$ cat src/rtl/register_file_32x32_if.sv
// rtl/register_file_32x32_if.sv - read/write bus bundle for the 32x32 register file
//
// Purpose: groups the strobes, addresses and data of the register file.
// Signals:
//   read     1  read strobe; both read outputs load at the edge it is sampled high
//   write    1  write strobe; data_w is stored at addr_w
//   addr_r1  5  read port 1 register index
//   addr_r2  5  read port 2 register index
//   addr_w   5  write port register index
//   data_w   32 write data
//   data_r1  32 registered read data, port 1
//   data_r2  32 registered read data, port 2
// Modports: master drives strobes/addresses/write data, slave drives read data.

interface register_file_32x32_if;
    logic        read;
    logic        write;
    logic [4:0]  addr_r1;
    logic [4:0]  addr_r2;
    logic [4:0]  addr_w;
    logic [31:0] data_w;
    logic [31:0] data_r1;
    logic [31:0] data_r2;

    modport master (
        output read, write, addr_r1, addr_r2, addr_w, data_w,
        input  data_r1, data_r2
    );

    modport slave (
        input  read, write, addr_r1, addr_r2, addr_w, data_w,
        output data_r1, data_r2
    );
endinterface

$ cat src/rtl/register_file_32x32.sv
// rtl/register_file_32x32.sv - 32 x 32-bit register file, 2 registered read ports, 1 write port
//
// Purpose: general-purpose register storage with a hardwired zero register.
// Ports:
//   clk    in   system clock, all state updates on the rising edge
//   rst_n  in   asynchronous active-low reset; clears registers and read outputs
//   bus    slave modport of register_file_32x32_if (strobes, addresses, data)
// Reads are read-before-write: a read and write to the same index at one edge
// returns the old content; the new value is visible at the next read edge.

module register_file_32x32 (
    input  logic                       clk,
    input  logic                       rst_n,
    register_file_32x32_if.slave       bus
);

    // Index 0 has no storage; the read mux supplies zero for it.
    logic [31:0] regs   [1:31];
    logic [31:0] mux_in [0:31];
    logic [31:0] wr_en;
    logic [31:0] rd_word1;
    logic [31:0] rd_word2;

    // 5-to-32 decode gated by the write strobe; bit 0 is never enabled so
    // writes to the zero register are dropped.
    always_comb begin
        wr_en = '0;
        for (int i = 1; i < 32; i++) begin
            wr_en[i] = bus.write && (bus.addr_w == 5'(i));
        end
    end

    always_comb begin
        mux_in[0] = '0;
        for (int i = 1; i < 32; i++) begin
            mux_in[i] = regs[i];
        end
    end

    assign rd_word1 = mux_in[bus.addr_r1];
    assign rd_word2 = mux_in[bus.addr_r2];

    always_ff @(posedge clk or negedge rst_n) begin
        if (!rst_n) begin
            for (int i = 1; i < 32; i++) begin
                regs[i] <= '0;
            end
        end else begin
            for (int i = 1; i < 32; i++) begin
                if (wr_en[i]) begin
                    regs[i] <= bus.data_w;
                end
            end
        end
    end

    // Output flops sample the pre-edge register contents, which gives the
    // read-before-write behaviour on a same-index collision without a bypass.
    always_ff @(posedge clk or negedge rst_n) begin
        if (!rst_n) begin
            bus.data_r1 <= '0;
            bus.data_r2 <= '0;
        end else if (bus.read) begin
            bus.data_r1 <= rd_word1;
            bus.data_r2 <= rd_word2;
        end
    end

endmodule

$ cat src/flat_wrapper.sv
// flat-port wrapper written by rule: the top's interface ports become plain ports
module register_file_32x32_flat 
  (clk, rst_n, bus_read, bus_write, bus_addr_r1, bus_addr_r2, bus_addr_w, bus_data_w, bus_data_r1, bus_data_r2);
  register_file_32x32_if bus_i ();
  input  logic clk;
  input  logic rst_n;
  input wire logic [$bits(bus_i.read)-1:0] bus_read;
  input wire logic [$bits(bus_i.write)-1:0] bus_write;
  input wire logic [$bits(bus_i.addr_r1)-1:0] bus_addr_r1;
  input wire logic [$bits(bus_i.addr_r2)-1:0] bus_addr_r2;
  input wire logic [$bits(bus_i.addr_w)-1:0] bus_addr_w;
  input wire logic [$bits(bus_i.data_w)-1:0] bus_data_w;
  output wire logic [$bits(bus_i.data_r1)-1:0] bus_data_r1;
  output wire logic [$bits(bus_i.data_r2)-1:0] bus_data_r2;
  assign bus_i.read = bus_read;
  assign bus_i.write = bus_write;
  assign bus_i.addr_r1 = bus_addr_r1;
  assign bus_i.addr_r2 = bus_addr_r2;
  assign bus_i.addr_w = bus_addr_w;
  assign bus_i.data_w = bus_data_w;
  assign bus_data_r1 = bus_i.data_r1;
  assign bus_data_r2 = bus_i.data_r2;
  register_file_32x32 u_core (.clk(clk), .rst_n(rst_n), .bus(bus_i));
endmodule
$ cat config.mk
export PLATFORM = sky130hd
export DESIGN_NAME = register_file_32x32_flat
export DESIGN_NICKNAME = d
export VERILOG_FILES = /design/src/rtl/register_file_32x32_if.sv /design/src/rtl/register_file_32x32.sv /design/src/flat_wrapper.sv
export SDC_FILE = /design/constraint.sdc
export NUM_CORES = 2
export LEC_CHECK = 0
export CAP_MARGIN = 0
export CORE_MARGIN = 2
export CORE_UTILIZATION = 45
export CTS_CLUSTER_DIAMETER = 30
export DETAILED_ROUTE_END_ITERATION = 6
export DONT_BUFFER_PORTS = 1
export GPL_TIMING_DRIVEN = 0
export REMOVE_ABC_BUFFERS = 1
export SLEW_MARGIN = 20
export SYNTH_ARGS = -nofsm -noshare
export SYNTH_HDL_FRONTEND = slang
export SYNTH_SLANG_ARGS = --single-unit
$ cat constraint.sdc
create_clock -name clk -period 3.5 [get_ports clk]
set_clock_uncertainty 0.05 [all_clocks]
set_input_delay 0.7 -clock clk [delete_from_list [all_inputs] [get_ports clk]]
set_output_delay 0.7 -clock clk [all_outputs]
set_load 0.01 [all_outputs]
## Yosys cells after proc, flatten, opt, wreduce, memory -nomap -nowiden

Cells that the tools add are included.

- Register bits after elaboration: 1056
- Word-level logic and storage cells: 105

- Magnitude comparators: 2
- Equal/unequal tests: 31
- Multiplexer cells: 6
- Bitwise operators: 2
- Reduce and logical (&&, ||, !) cells: 31

Operator list:

| kind | count |
|---|---|
| $bmux W32 S5 | 2 |
| $mux W32 | 4 |
| $eq A5 B5 Y1 const B | 16 |
| $eq A5 B4 Y1 const B | 8 |
| $logic_and A1 B1 Y1 | 31 |
| $eq A5 B3 Y1 const B | 4 |
| $ge A6 B6 Y1 const B | 2 |
| $not A5 Y6 | 2 |
| $eq A5 B2 Y1 const B | 2 |
| $eq A5 B1 Y1 const B | 1 |

## Depth between registers and ports, before layout

- Depth in word-level cells: 4
- Mapped depth: 9

## Worst setup path before layout

Ideal clock, no wire load.

- Path kind: in2reg
- Start point: in bus_addr_r2[1]
- End point: reg u_core.bus.data_r2[10]
- Setup time: 0.126 ns
- Data arrival time: 2.582 ns
- Data required time: 3.324 ns
- Setup slack: 0.742 ns
- Stages: 6
- Path buffers: 3
- Path through: clkbuf_1 > clkbuf_1 > clkbuf_1 > mux4_2 > mux4_2 > a311o_1

- Cells in the longest elaborated chain, start to end: 4

RTL lines:

| what | line | source |
|---|---|---|
| start: declaration | flat_wrapper.sv:10 | `input wire logic [$bits(bus_i.addr_r2)-1:0] bus_addr_r2;` |
| $not A5 Y6 (not written as such) | register_file_32x32.sv:41 | `assign rd_word2 = mux_in[bus.addr_r2];` |
| $bmux W32 S5 | register_file_32x32.sv:41 |  |
| $mux W32 (not written as such) (2 in a row) | register_file_32x32.sv:41 |  |
| end signal: assignment | register_file_32x32.sv:65 | `bus.data_r2 <= rd_word2;` |
| end: declaration | register_file_32x32_if.sv:32 | `output data_r1, data_r2` |

Every way passes these cells. The select of a mux whose other input is x is not followed.
A chain may end at the register's enable or synchronous reset.

## Worst setup path after layout

- Start point: in bus_addr_r1[0]
- End point: reg u_core.bus.data_r1[3]

- Cells in the longest elaborated chain, start to end: 4

RTL lines:

| what | line | source |
|---|---|---|
| start: declaration | flat_wrapper.sv:9 | `input wire logic [$bits(bus_i.addr_r1)-1:0] bus_addr_r1;` |
| $not A5 Y6 (not written as such) | register_file_32x32.sv:40 | `assign rd_word1 = mux_in[bus.addr_r1];` |
| $bmux W32 S5 | register_file_32x32.sv:40 |  |
| $mux W32 (not written as such) (2 in a row) | register_file_32x32.sv:40 |  |
| end signal: assignment | register_file_32x32.sv:64 | `bus.data_r1 <= rd_word1;` |
| end: declaration | register_file_32x32_if.sv:32 |  |

Every way passes these cells. The select of a mux whose other input is x is not followed.

==> impl_metrics.ini <==
[die]
die_area_um2 = 125000
num_io_pins = 115
rows = 128
die_w_um = 354
start_util_pct = 45.4
die_h_um = 354
core_area_um2 = 122000

[pwr]
ir_drop_mv = 0.556
clock_power_share_pct = 52.5
swShare_pct = 23.7
internal_power_uw = 36700
seq_power_share_pct = 34.3
power_density_nw_per_um2 = 717
p_switching_uw = 11400
combPwrFrac_pct = 13.3
leakage_uw = 0.0290

[timing]
finalWorstSetupSlack_ns = 0.736
relSlewSlack_pct = 19.7
min_period_over_period_pct = 79.0
timing.fmax_mhz = 362
grt_setup_unrepaired = false
fin_crit_ns = 2.76
hold_viol = 0
setup-violations-final = 0
drv_slew = 0
tns_ns = 0
worst_pin_slew_ns = 1.20

[synthesis]
synthSimpleGateAreaFrac_pct = 1.61
async_flop_share_pct = 100
ys.flop_type = dfrtp_1
synth_edf_count = 0
synth_top_family_by_area = multiplexers
synth.distinct_cells = 40
ys_ff_latch = 1056
netlist_instances = 3651
synth_xor_xnor_area_share_pct = 0
synth_fa_ha_area_share_pct = 0
ys_warn_count = 0
ys_seq_area_share_pct = 47.9
synth_mux_area_share_pct = 42.7
synth.avg_cell_area_um2 = 15.1
synth_area_um2 = 55200
synth_compound_area_share_pct = 4.54

[worst_setup_path]
end_kind = register
crit_type = input port to register
crit_chain = nor2_2 -> a221oi_1 -> a22oi_1 -> a21o_1 -> a31oi_1 -> dlygate4sd3_1
crit_path_start_kind = input port
critPathArrivalTime_ns = 3.47
cp_max_fo = 281
r2r_start = u_core.mux_in[151]
critPathSlowestCell = nor2_2
required_ns = 4.21
r2r_slack_ns = 1.30
r2r_end = u_core.bus.data_r1[23]
cpPeakStageDelay_ns = 1.04
reg2regPathDepth = 5

[drt]
drtIter0Drc = 2900
drt_pre_antenna_iters = 5
num_vias = 35600
vias_per_cell = 6.51
ant_nets = 0
drc = 0
routed_wl_mm = 176
wl_per_cell_um = 32.1

[clock_network]
cts_max_path_buffers = 4
cts_tree = built
clk_pin_slew_ns = 0.04
clock_sinks = 1056
post_cts_buffers = 0
cts_root_buf = clkbuf_16
cts_resized = 0
cts_made_buffers = 277
ctsHtreeMaxLevel = 5
insertion_delay_ns = 0.88

[worst_hold_path]
hold_path.class = input port to register
min_to = u_core.bus.data_r1[15]
hold_path_startpoint = bus_addr_r1[4]
worstHoldPathCells = 2

[cells_and_area]
drive_above_1_share_pct = 53.2
area_growth_syn_to_layout_pct = 21.7
nNetsFinal = 3708
final_area_um2 = 67200

[placement]
pre_cts_ws_ns = 0.261
placed_area_um2 = 57200
gp_congestion = 0.750
io_buffers = 0
hpwl_mm = 94.8

[job]
maxCapViolations = 0

[global_routing]
grt_pass1_wl_mm = 261
antenna_found_initial = 2
grt_pass1_vias = 39200
grt_start_max_net_pins = 1057
track_usage_pct = 28.1
grt_overflow_total = 0

[run_status]
outcome = finished clean
[Yosys cell counts (all sizes together), types with 4 or more instances]
cell type  count  area (um^2)
o211ai         4         30.0
nand3          5         25.0
nor2          80          300
o22ai         18          113
a221oi        77          674
nand2b         9         56.3
nor2b         43          269
inv           34          128
a22o          21          184
clkbuf       244          916
o21ai         26          130
buf          152          757
a311o         31          310
mux2        1082        12200
a31oi         32          200
o21bai        14          105
nand2         37          139
mux2i        126         1260
a21oi          6         30.0
a2111oi       32          280
a22oi         26          195
o221ai        18          158
mux4         450        10100
dfrtp       1056        26400
a21o          10         75.1
[logic make-up (layout without fill, tap and decap cells)]
kind of cell,after synthesis,count (layout)
compound gates,317,317
buf+inv,431,627
flops,1056,1056
mux,1658,1658
other cells,0,1
simple gates,189,189
[stage by stage]
stage	hold WS [ns]	power (uW)	std cells	util, %
2_1_floorplan	0.354	20800	3255	-
3_3_place_gp	0.430	21800	4880	45.7
3_5_place_dp	0.441	22400	4952	47.0
4_1_cts	-0.460	48100	5464	55.0
5_1_grt	0.0220	49900	5472	55.2
6_report	0.0358	48100	5473	55.2
[final cells by class]
cell class                      instances  area, um^2
Multi-Input combinational cell       2164       27300
Tap cell                             1625        2030
Sequential cell                      1056       26400
Clock inverter                         98        1380
Inverter                               35         136
Fill cell                            9543       54500
Timing Repair Buffer                  123        2010
Antenna cell                            1        2.50
Clock buffer                          371        7910
[registers in the layout (all words and copies together) (netlist names)]
signal / flops
u_core.mux_in: 992
u_core.bus.data_r1: 32
u_core.bus.data_r2: 32
[timing repair]
item                                    4_1_cts  5_1_grt
endpoints found under the setup margin        0        0
endpoints found under the hold margin      2106      400
hold buffers                                 43        2
[routing by layer]
layer / vias up / GRT usage (%) / wire [um]
met5: - / 0 / 11
met1: 19400 / 35.4 / 69400
met3: 463 / 6.95 / 12300
met2: 1463 / 46.1 / 86300
li1: 14300 / - / -
met4: 2 / 12.6 / 7600
[critical path, delay by kind of cell]
kind	cells	cell delay [ns]
and+or+nand+nor	1	1.04
AOI/OAI and AO/OA	4	0.72
buffers and inverters	1	0.59
[power groups by stage]
stage	Clock, uW	Sequential [uW]	Combinational (uW)
2_1_floorplan	0	15900	4930
3_3_place_gp	0	16200	5550
3_5_place_dp	0	16600	5840
4_1_cts	25500	16500	6140
5_1_grt	26300	16800	6820
6_report	25300	16500	6380
[cell usage in the layout, fill, tap and decap left out, types with 5 or more instances in the layout]
| cell | n |
|---|---|
| dfrtp_1 | 1056 |
| mux2_2 | 1032 |
| mux4_2 | 450 |
| clkbuf_16 | 283 |
| mux2i_1 | 126 |
| a221oi_1 | 77 |
| nor2_1 | 64 |
| mux2_1 | 50 |
| clkbuf_8 | 50 |
| clkinv_2 | 39 |
| clkbuf_1 | 38 |
| dlygate4sd3_1 | 38 |
| nor2b_1 | 36 |
| inv_1 | 34 |
| a31oi_1 | 32 |
| bufinv_16 | 32 |
| buf_16 | 32 |
| a311o_1 | 31 |
| a2111oi_0 | 29 |
| buf_12 | 28 |
| a22oi_1 | 26 |
| o21ai_0 | 26 |
| nand2_1 | 25 |
| a22o_1 | 21 |
| clkinvlp_4 | 19 |
| o221ai_1 | 18 |
| o22ai_1 | 18 |
| o21bai_1 | 14 |
| buf_2 | 13 |
| nor2_4 | 12 |
| nand2_4 | 11 |
| a21o_1 | 10 |
| a21oi_1 | 6 |
| buf_4 | 5 |
[how the worst max path moves through the flow]
stage                            end  slack, ns  cells after the start      startpoint
3_3_place_gp      u_core.mux_in[104]      -8.30                      2   bus_addr_w[0]
6_report       u_core.bus.data_r1[3]       0.74                      6  bus_addr_r1[0]
5_1_grt           u_core.mux_in[475]       0.54                      4           rst_n
2_1_floorplan     u_core.mux_in[104]      -1.23                      3   bus_addr_w[2]
4_1_cts        u_core.bus.data_r2[6]       1.15                      5  bus_addr_r2[0]
3_5_place_dp      u_core.mux_in[581]       0.26                      6   bus_addr_w[4]
Note: power is estimated with default switching activity, not from simulation.
